$ cat src/rtl/fast_serial_pkg.sv
// Shared frame constants and FSM state types for the FT2232H fast serial PHY.
// Imported by fast_serial_fifo and fast_serial_phy.
package fast_serial_pkg;

    localparam int FRAME_BITS = 10;
    localparam int DATA_BITS  = 8;

    typedef enum logic {
        TX_IDLE,
        TX_SHIFT
    } tx_state_t;

    typedef enum logic [1:0] {
        RX_IDLE,
        RX_DATA,
        RX_SRC
    } rx_state_t;

endpackage

$ cat src/rtl/fast_serial_fifo.sv
// First-word-fall-through byte FIFO for the RX path.
// A push into a full FIFO is accepted only when a pop frees a slot that cycle.
module fast_serial_fifo
    import fast_serial_pkg::*;
#(
    parameter int DEPTH = 16,
    localparam int AW = $clog2(DEPTH)
) (
    input  logic                 clk,
    input  logic                 rst,
    input  logic                 push,
    input  logic [DATA_BITS-1:0] push_data,
    input  logic                 pop,
    output logic [DATA_BITS-1:0] pop_data,
    output logic [AW:0]          count,
    output logic                 full,
    output logic                 empty
);

    logic [DATA_BITS-1:0] mem [DEPTH];
    logic [AW-1:0]        wr_ptr;
    logic [AW-1:0]        rd_ptr;
    logic                 do_push;
    logic                 do_pop;

    assign full     = count == (AW+1)'(DEPTH);
    assign empty    = count == '0;
    assign do_pop   = pop && !empty;
    assign do_push  = push && (!full || do_pop);
    assign pop_data = empty ? '0 : mem[rd_ptr];

    // Storage write; contents need no reset since empty masks the output.
    always_ff @(posedge clk) begin
        if (do_push) begin
            mem[wr_ptr] <= push_data;
        end
    end

    // Pointer and occupancy bookkeeping; pointers wrap mod DEPTH.
    always_ff @(posedge clk or posedge rst) begin
        if (rst) begin
            wr_ptr <= '0;
            rd_ptr <= '0;
            count  <= '0;
        end else begin
            if (do_push) begin
                wr_ptr <= wr_ptr + 1'b1;
            end
            if (do_pop) begin
                rd_ptr <= rd_ptr + 1'b1;
            end
            if (do_push && !do_pop) begin
                count <= count + 1'b1;
            end else if (do_pop && !do_push) begin
                count <= count - 1'b1;
            end
        end
    end

endmodule

$ cat src/rtl/fast_serial_phy.sv
// Bit-level FT2232H fast serial PHY: FSCLK generation, FSDI TX, FSDO RX.
// Define FAST_SERIAL_ERR_CNT_EN to add saturating overflow/source-error counters.
module fast_serial_phy
    import fast_serial_pkg::*;
#(
    parameter int   CLK_DIV       = 4,
    parameter int   RX_FIFO_DEPTH = 16,
    parameter logic SOURCE_BIT    = 1'b0
) (
    input  logic                 clk_clk,
    input  logic                 reset_reset,
    output logic                 fsclk,
    output logic                 fsdi,
    input  logic                 fsdo,
    input  logic                 fscts,
    output logic                 rx_stream_valid,
    output logic [DATA_BITS-1:0] rx_stream_data,
    input  logic                 rx_stream_ready,
    input  logic                 tx_stream_valid,
    input  logic [DATA_BITS-1:0] tx_stream_data,
    output logic                 tx_stream_ready,
    output logic                 rx_overflow
`ifdef FAST_SERIAL_ERR_CNT_EN
    ,
    output logic [7:0]           rx_ovf_count,
    output logic [7:0]           rx_src_err_count
`endif
);

    localparam int CNT_W = $clog2(RX_FIFO_DEPTH) + 1;
    localparam logic [7:0] DIV_LAST = 8'(CLK_DIV - 1);
    localparam logic [3:0] TX_LAST  = 4'(FRAME_BITS - 1);
    localparam logic [2:0] RX_LAST  = 3'(DATA_BITS - 1);

    logic [7:0]           div_cnt;
    logic                 run;
    logic                 tick;
    logic                 rise_tick;
    logic                 fall_tick;
    logic                 halt;
    logic [1:0]           fsdo_sync;
    logic [1:0]           cts_sync;
    logic                 fsdo_s;
    logic                 cts_q;
    tx_state_t            tx_state;
    logic [DATA_BITS-1:0] hold;
    logic                 hold_full;
    logic                 hold_next;
    logic                 accept;
    logic                 load;
    logic [DATA_BITS:0]   shifter;
    logic [3:0]           tx_cnt;
    rx_state_t            rx_state;
    logic [DATA_BITS-1:0] rx_shift;
    logic [2:0]           rx_cnt;
    logic                 rx_push;
    logic                 pop;
    logic                 ovf_evt;
    logic [CNT_W-1:0]     fifo_count;
    logic                 fifo_full;
    logic                 fifo_empty;

    assign fsdo_s = fsdo_sync[1];

    // Park FSCLK low only when nothing is in flight and the FIFO is nearly full;
    // a pending high phase still completes so the clock always parks low.
    assign halt = tx_state == TX_IDLE && !hold_full && rx_state == RX_IDLE
               && fifo_count > CNT_W'(RX_FIFO_DEPTH - 2);
    assign run       = !(halt && !fsclk);
    assign tick      = run && div_cnt == DIV_LAST;
    assign rise_tick = tick && !fsclk;
    assign fall_tick = tick && fsclk;

    assign accept    = tx_stream_valid && tx_stream_ready;
    assign load      = tx_state == TX_IDLE && fall_tick && hold_full && cts_q;
    assign hold_next = accept ? 1'b1 : (load ? 1'b0 : hold_full);

    assign rx_stream_valid = !fifo_empty;
    assign pop             = rx_stream_valid && rx_stream_ready;
    assign ovf_evt         = rx_push && fifo_full && !pop;

    // Two-flop synchronisers for the asynchronous FTDI inputs.
    always_ff @(posedge clk_clk or posedge reset_reset) begin
        if (reset_reset) begin
            fsdo_sync <= 2'b11;
            cts_sync  <= 2'b00;
        end else begin
            fsdo_sync <= {fsdo_sync[0], fsdo};
            cts_sync  <= {cts_sync[0], fscts};
        end
    end

    // FSCLK divider: toggle every CLK_DIV cycles while running.
    always_ff @(posedge clk_clk or posedge reset_reset) begin
        if (reset_reset) begin
            div_cnt <= '0;
            fsclk   <= 1'b0;
        end else if (run) begin
            if (div_cnt == DIV_LAST) begin
                div_cnt <= '0;
                fsclk   <= !fsclk;
            end else begin
                div_cnt <= div_cnt + 8'd1;
            end
        end
    end

    // TX holding register and frame shifter; FSDI changes on falling FSCLK.
    always_ff @(posedge clk_clk or posedge reset_reset) begin
        if (reset_reset) begin
            tx_state        <= TX_IDLE;
            fsdi            <= 1'b1;
            hold            <= '0;
            hold_full       <= 1'b0;
            shifter         <= '0;
            tx_cnt          <= '0;
            cts_q           <= 1'b0;
            tx_stream_ready <= 1'b0;
        end else begin
            hold_full       <= hold_next;
            tx_stream_ready <= !hold_next;
            if (rise_tick) begin
                cts_q <= cts_sync[1];
            end
            if (accept) begin
                hold <= tx_stream_data;
            end
            unique case (tx_state)
                TX_IDLE: begin
                    if (load) begin
                        fsdi     <= 1'b0;
                        shifter  <= {SOURCE_BIT, hold};
                        tx_cnt   <= '0;
                        tx_state <= TX_SHIFT;
                    end
                end
                TX_SHIFT: begin
                    if (fall_tick) begin
                        if (tx_cnt == TX_LAST) begin
                            fsdi     <= 1'b1;
                            tx_state <= TX_IDLE;
                        end else begin
                            fsdi    <= shifter[0];
                            shifter <= shifter >> 1;
                            tx_cnt  <= tx_cnt + 4'd1;
                        end
                    end
                end
            endcase
        end
    end

    // RX deframer: sample on rising FSCLK, push the byte one cycle after the source bit.
    always_ff @(posedge clk_clk or posedge reset_reset) begin
        if (reset_reset) begin
            rx_state    <= RX_IDLE;
            rx_shift    <= '0;
            rx_cnt      <= '0;
            rx_push     <= 1'b0;
            rx_overflow <= 1'b0;
        end else begin
            rx_push     <= 1'b0;
            rx_overflow <= ovf_evt;
            if (rise_tick) begin
                unique case (rx_state)
                    RX_IDLE: begin
                        if (!fsdo_s) begin
                            rx_cnt   <= '0;
                            rx_state <= RX_DATA;
                        end
                    end
                    RX_DATA: begin
                        rx_shift <= {fsdo_s, rx_shift[DATA_BITS-1:1]};
                        rx_cnt   <= rx_cnt + 3'd1;
                        if (rx_cnt == RX_LAST) begin
                            rx_state <= RX_SRC;
                        end
                    end
                    RX_SRC: begin
                        rx_push  <= fsdo_s == SOURCE_BIT;
                        rx_state <= RX_IDLE;
                    end
                    default: rx_state <= RX_IDLE;
                endcase
            end
        end
    end

    fast_serial_fifo #(
        .DEPTH     (RX_FIFO_DEPTH)
    ) u_fifo (
        .clk       (clk_clk),
        .rst       (reset_reset),
        .push      (rx_push),
        .push_data (rx_shift),
        .pop       (pop),
        .pop_data  (rx_stream_data),
        .count     (fifo_count),
        .full      (fifo_full),
        .empty     (fifo_empty)
    );

`ifdef FAST_SERIAL_ERR_CNT_EN
    logic src_err;

    assign src_err = rise_tick && rx_state == RX_SRC && fsdo_s != SOURCE_BIT;

    // Saturating error counters, cleared only by reset.
    always_ff @(posedge clk_clk or posedge reset_reset) begin
        if (reset_reset) begin
            rx_ovf_count     <= '0;
            rx_src_err_count <= '0;
        end else begin
            if (ovf_evt && rx_ovf_count != 8'hFF) begin
                rx_ovf_count <= rx_ovf_count + 8'd1;
            end
            if (src_err && rx_src_err_count != 8'hFF) begin
                rx_src_err_count <= rx_src_err_count + 8'd1;
            end
        end
    end
`endif

endmodule

$ cat config.mk
export PLATFORM = sky130hd
export DESIGN_NAME = fast_serial_phy
export DESIGN_NICKNAME = d
export VERILOG_FILES = /design/src/rtl/fast_serial_pkg.sv /design/src/rtl/fast_serial_fifo.sv /design/src/rtl/fast_serial_phy.sv
export SDC_FILE = /design/constraint.sdc
export NUM_CORES = 1
export LEC_CHECK = 0
export ABC_AREA = 1
export CORE_UTILIZATION = 35
export CTS_CLUSTER_DIAMETER = 150
export DETAILED_ROUTE_END_ITERATION = 12
export PLACE_DENSITY = 0.61
export RECOVER_POWER = 100
export SLEW_MARGIN = 10
export SYNTH_ARGS = -nofsm -noshare
export SYNTH_HDL_FRONTEND = slang
export SYNTH_HIERARCHICAL = 1
export SYNTH_SLANG_ARGS = --single-unit
$ cat constraint.sdc
create_clock -name clk_clk -period 3.3 [get_ports clk_clk]
set_input_delay 0.66 -clock clk_clk [delete_from_list [all_inputs] [get_ports clk_clk]]
set_output_delay 0.66 -clock clk_clk [all_outputs]
set_load 0.01 [all_outputs]
==> results.sh <==
export IMPL_rsz0062_at_grt="false"
export IMPL_syn_num_nets=848
export IMPL_ys_types=33
export IMPL_synthXorXnorAreaFrac_pct=1.64
export IMPL_slew_headroom_pct=-3.11
export IMPL_endpoint="rx_stream_data[2]"
export IMPL_final_common_cell="nand2_1"
export IMPL_drive_gt1_share_pct=7.13
export IMPL_first_global_vias=5280
export IMPL_worst_pin_slew_ns=1.54
export IMPL_grt_total_usage_pct=14.8
export IMPL_cts_made_buffers=17
export IMPL_powerDensity_mw_per_mm2=798
export IMPL_cts_root_buffer="clkbuf_16"
export IMPL_die_area_sq_mm=0.0251
export IMPL_synth_main_ff_cell="edfxtp_1"
export IMPL_ios=27
export IMPL_initial_utilization_pct=36.1
export IMPL_r2r_setup_slack_ns=0.47
export IMPL_r2r_start="u_fifo/count[0]"
export IMPL_cts_buffer_depth=2
export IMPL_synth_simple_area_share_pct=24.7
export IMPL_cp_required_ns=2.64
export IMPL_cts_tree="yes"
export IMPL_synth_compound_area_share_pct=1.83
export IMPL_peakVddDrop_uv=440
export IMPL_avgSynthCellArea_sq_um=10.4
export IMPL_synth_edf_count=128
export IMPL_h_tree_depth=4
export IMPL_ys_ff_latch=194
export IMPL_muxShareOfSynthArea_pct=0.922
export IMPL_port_buffers=26
export IMPL_wire_per_inst_microns=14.2
export IMPL_status="finished, violations left"
export IMPL_drtPass1Iterations=5
export IMPL_coreArea_sq_mm=0.0237
export IMPL_die_x_microns=158
export IMPL_rows=56
export IMPL_final_cell_mix="nand2_1, nand3_1, edfxtp_1"
export IMPL_grt_antenna_before_repair=0
export IMPL_clock_sinks=194
export IMPL_violations="max-capacitance violations, max-slew violations"
export IMPL_p_leak_uw=0.00408
export IMPL_drc=0
export IMPL_crit_path_end_kind="output port"
export IMPL_ys_seq_area_share_pct=64.3
export IMPL_grt_pass1_wl_microns=28100
export IMPL_routed_via_density=4.70
export IMPL_hold_path_class="flip-flop to flip-flop"
export IMPL_reg2reg_depth=15
export IMPL_setup_tns_ns=0
export IMPL_final_max_slew_viol_count=35
export IMPL_gp_congestion=0.811
export IMPL_clkTransAtPathRegs_ns=0.07
export IMPL_syn2layout_area_growth_pct=13.1
export IMPL_synth_adder_area_share_pct=2.28
export IMPL_dieHeight_microns=158
export IMPL_maxCapViolations=1
export IMPL_hold_buffers=0
export IMPL_setup_worst_path_start="u_fifo/rd_ptr[0]"
export IMPL_period_share_pct=94.7
export IMPL_worst_setup_path_type="flip-flop to output port"
export IMPL_finalSetupViolCount=0
export IMPL_hold_viol=0
export IMPL_yosysWarnings=6
export IMPL_netlist_area_sq_mm=0.00855
export IMPL_dp_hpwl_microns=10900
export IMPL_worst_clock_skew_ns=0.0114
export IMPL_async_flop_share_pct=34.0
export IMPL_num_antenna_cells=0
export IMPL_synth_top_family_by_area="simple AND/OR/NAND/NOR gates"
export IMPL_n_fill_cell=2345
export IMPL_power_uw=7720
export IMPL_vias=5582
export IMPL_final_nets=885
export IMPL_layout_min_cycle_time_ns=3.13
export IMPL_arrival_ns=2.47
export IMPL_grt_max_degree=67
export IMPL_syn_inst=819
export IMPL_detail_route_antenna_nets=0
export IMPL_routed_wl_microns=16900
export IMPL_drt_iter0_drc=347
export IMPL_clk_insertion_delay_late_ns=0.44
export IMPL_cp_max_fo=11
export IMPL_r2r_end="u_fifo/count[4]"
export IMPL_grt_ovfl_total=0
export IMPL_timing_fmax_mhz=320
export IMPL_fin_util_pct=40.8
export IMPL_startpoint_type="flip-flop"
sequential cells by signal, summed over array words and instances, names as in the netlist, 2 cells and up:
signal         count
u_fifo/mem       128
div_cnt            8
hold               8
rx_shift           8
shifter            8
u_fifo/count       5
tx_cnt             4
u_fifo/rd_ptr      4
u_fifo/wr_ptr      4
rx_cnt             3
cts_sync           2
fsdo_sync          2
rx_state           2
cells by family after synthesis:
| kind of cell | Yosys count |
|---|---|
| AND/OR/NAND/NOR | 485 |
| flip-flops | 194 |
| buffers and inverters | 72 |
| AO/OA/AOI/OAI | 30 |
| XOR/XNOR | 16 |
| adder cells (fa/ha/maj) | 15 |
| multiplexers | 7 |
layout make-up:
class / count / area [sq um] / share of cell area (%)
flip-flops and latches: 194 / 5500 / 56.9
multi-input cells: 553 / 2620 / 27.1
clock inverters: 14 / 160 / 1.66
repair buffers: 49 / 403 / 4.17
well taps: 319 / 399 / 4.13
inverters: 41 / 156 / 1.62
clock buffers: 18 / 429 / 4.44
worst max-delay path, cell delays in order (launching register included):
cell and delay [ns]:
dfrtp_2 0.43, clkinv_2 0.17, buf_4 0.20, nand2_1 0.06
nand3_1 0.08, nand3_1 0.10, nand2_1 0.12, nand2_1 0.06
a21oi_1 0.23, clkdlybuf4s50_1 0.58
where the power goes:
group | switching (uW) | internal [uW]
clock network | 999 | 1020
registers | 409 | 2950
logic | 1440 | 895
synthesized netlist by cell type, types with 2 or more instances:
library cell / count / area [sq um]
a21oi_1: 12 / 60.1
mux2_2: 7 / 78.8
inv_2: 6 / 22.5
buf_2: 11 / 55.1
nor2_1: 41 / 154
nand2_2: 7 / 43.8
inv_1: 35 / 131
clkbuf_1: 4 / 15.0
o21ai_0: 14 / 70.1
buf_4: 9 / 67.6
nand3_1: 128 / 641
nand4_1: 5 / 31.3
dfstp_2: 3 / 78.8
nand3_4: 2 / 35.0
edfxtp_1: 128 / 3840
nor2_4: 3 / 33.8
o21ai_1: 2 / 10.0
xor2_1: 14 / 123
xnor2_1: 2 / 17.5
nand2_1: 290 / 1090
ha_1: 14 / 175
dfrtp_1: 63 / 1580
buf_6: 7 / 78.8
nor2_2: 3 / 18.8
metrics by stage:
| stage | hold WS, ns | cells | area, sq um | setup WS (ns) |
|---|---|---|---|---|
| floorplan | 0.331 | 819 | 8550 | 0.831 |
| global placement | 0.332 | 1156 | 9200 | 0.488 |
| detailed placement | 0.340 | 1156 | 9200 | 0.416 |
| CTS | 0.358 | 1188 | 9790 | 0.0515 |
| global route | 0.374 | 1188 | 9670 | 0.00421 |
| finish | 0.356 | 1188 | 9670 | 0.173 |
what timing repair did:
item / in CTS / in global routing
buffers inserted: 0 / 0
setup endpoints to repair: 0 / 8
gates resized for setup: 0 / 4
worst min-delay path by stage:
stage	start	to	slack, ns	cells after the start
floorplan	cts_sync[0]	cts_sync[1]	0.33	0
global placement	cts_sync[0]	cts_sync[1]	0.33	0
detailed placement	cts_sync[0]	cts_sync[1]	0.34	0
CTS	cts_sync[0]	cts_sync[1]	0.36	0
global route	fsdo_sync[0]	fsdo_sync[1]	0.37	0
finish	cts_sync[0]	cts_sync[1]	0.36	0
per-layer routing:
layer,wire length [microns],share of wire [%],GRT usage [%],up-vias
li1,-,-,-,2825
met1,8250,49,20.2,2635
met2,7710,46,23.4,109
met3,757,4.5,3.59,13
met4,194,1.1,4.44,0
met5,0,0,0,-
(Power assumes the default switching activity.)
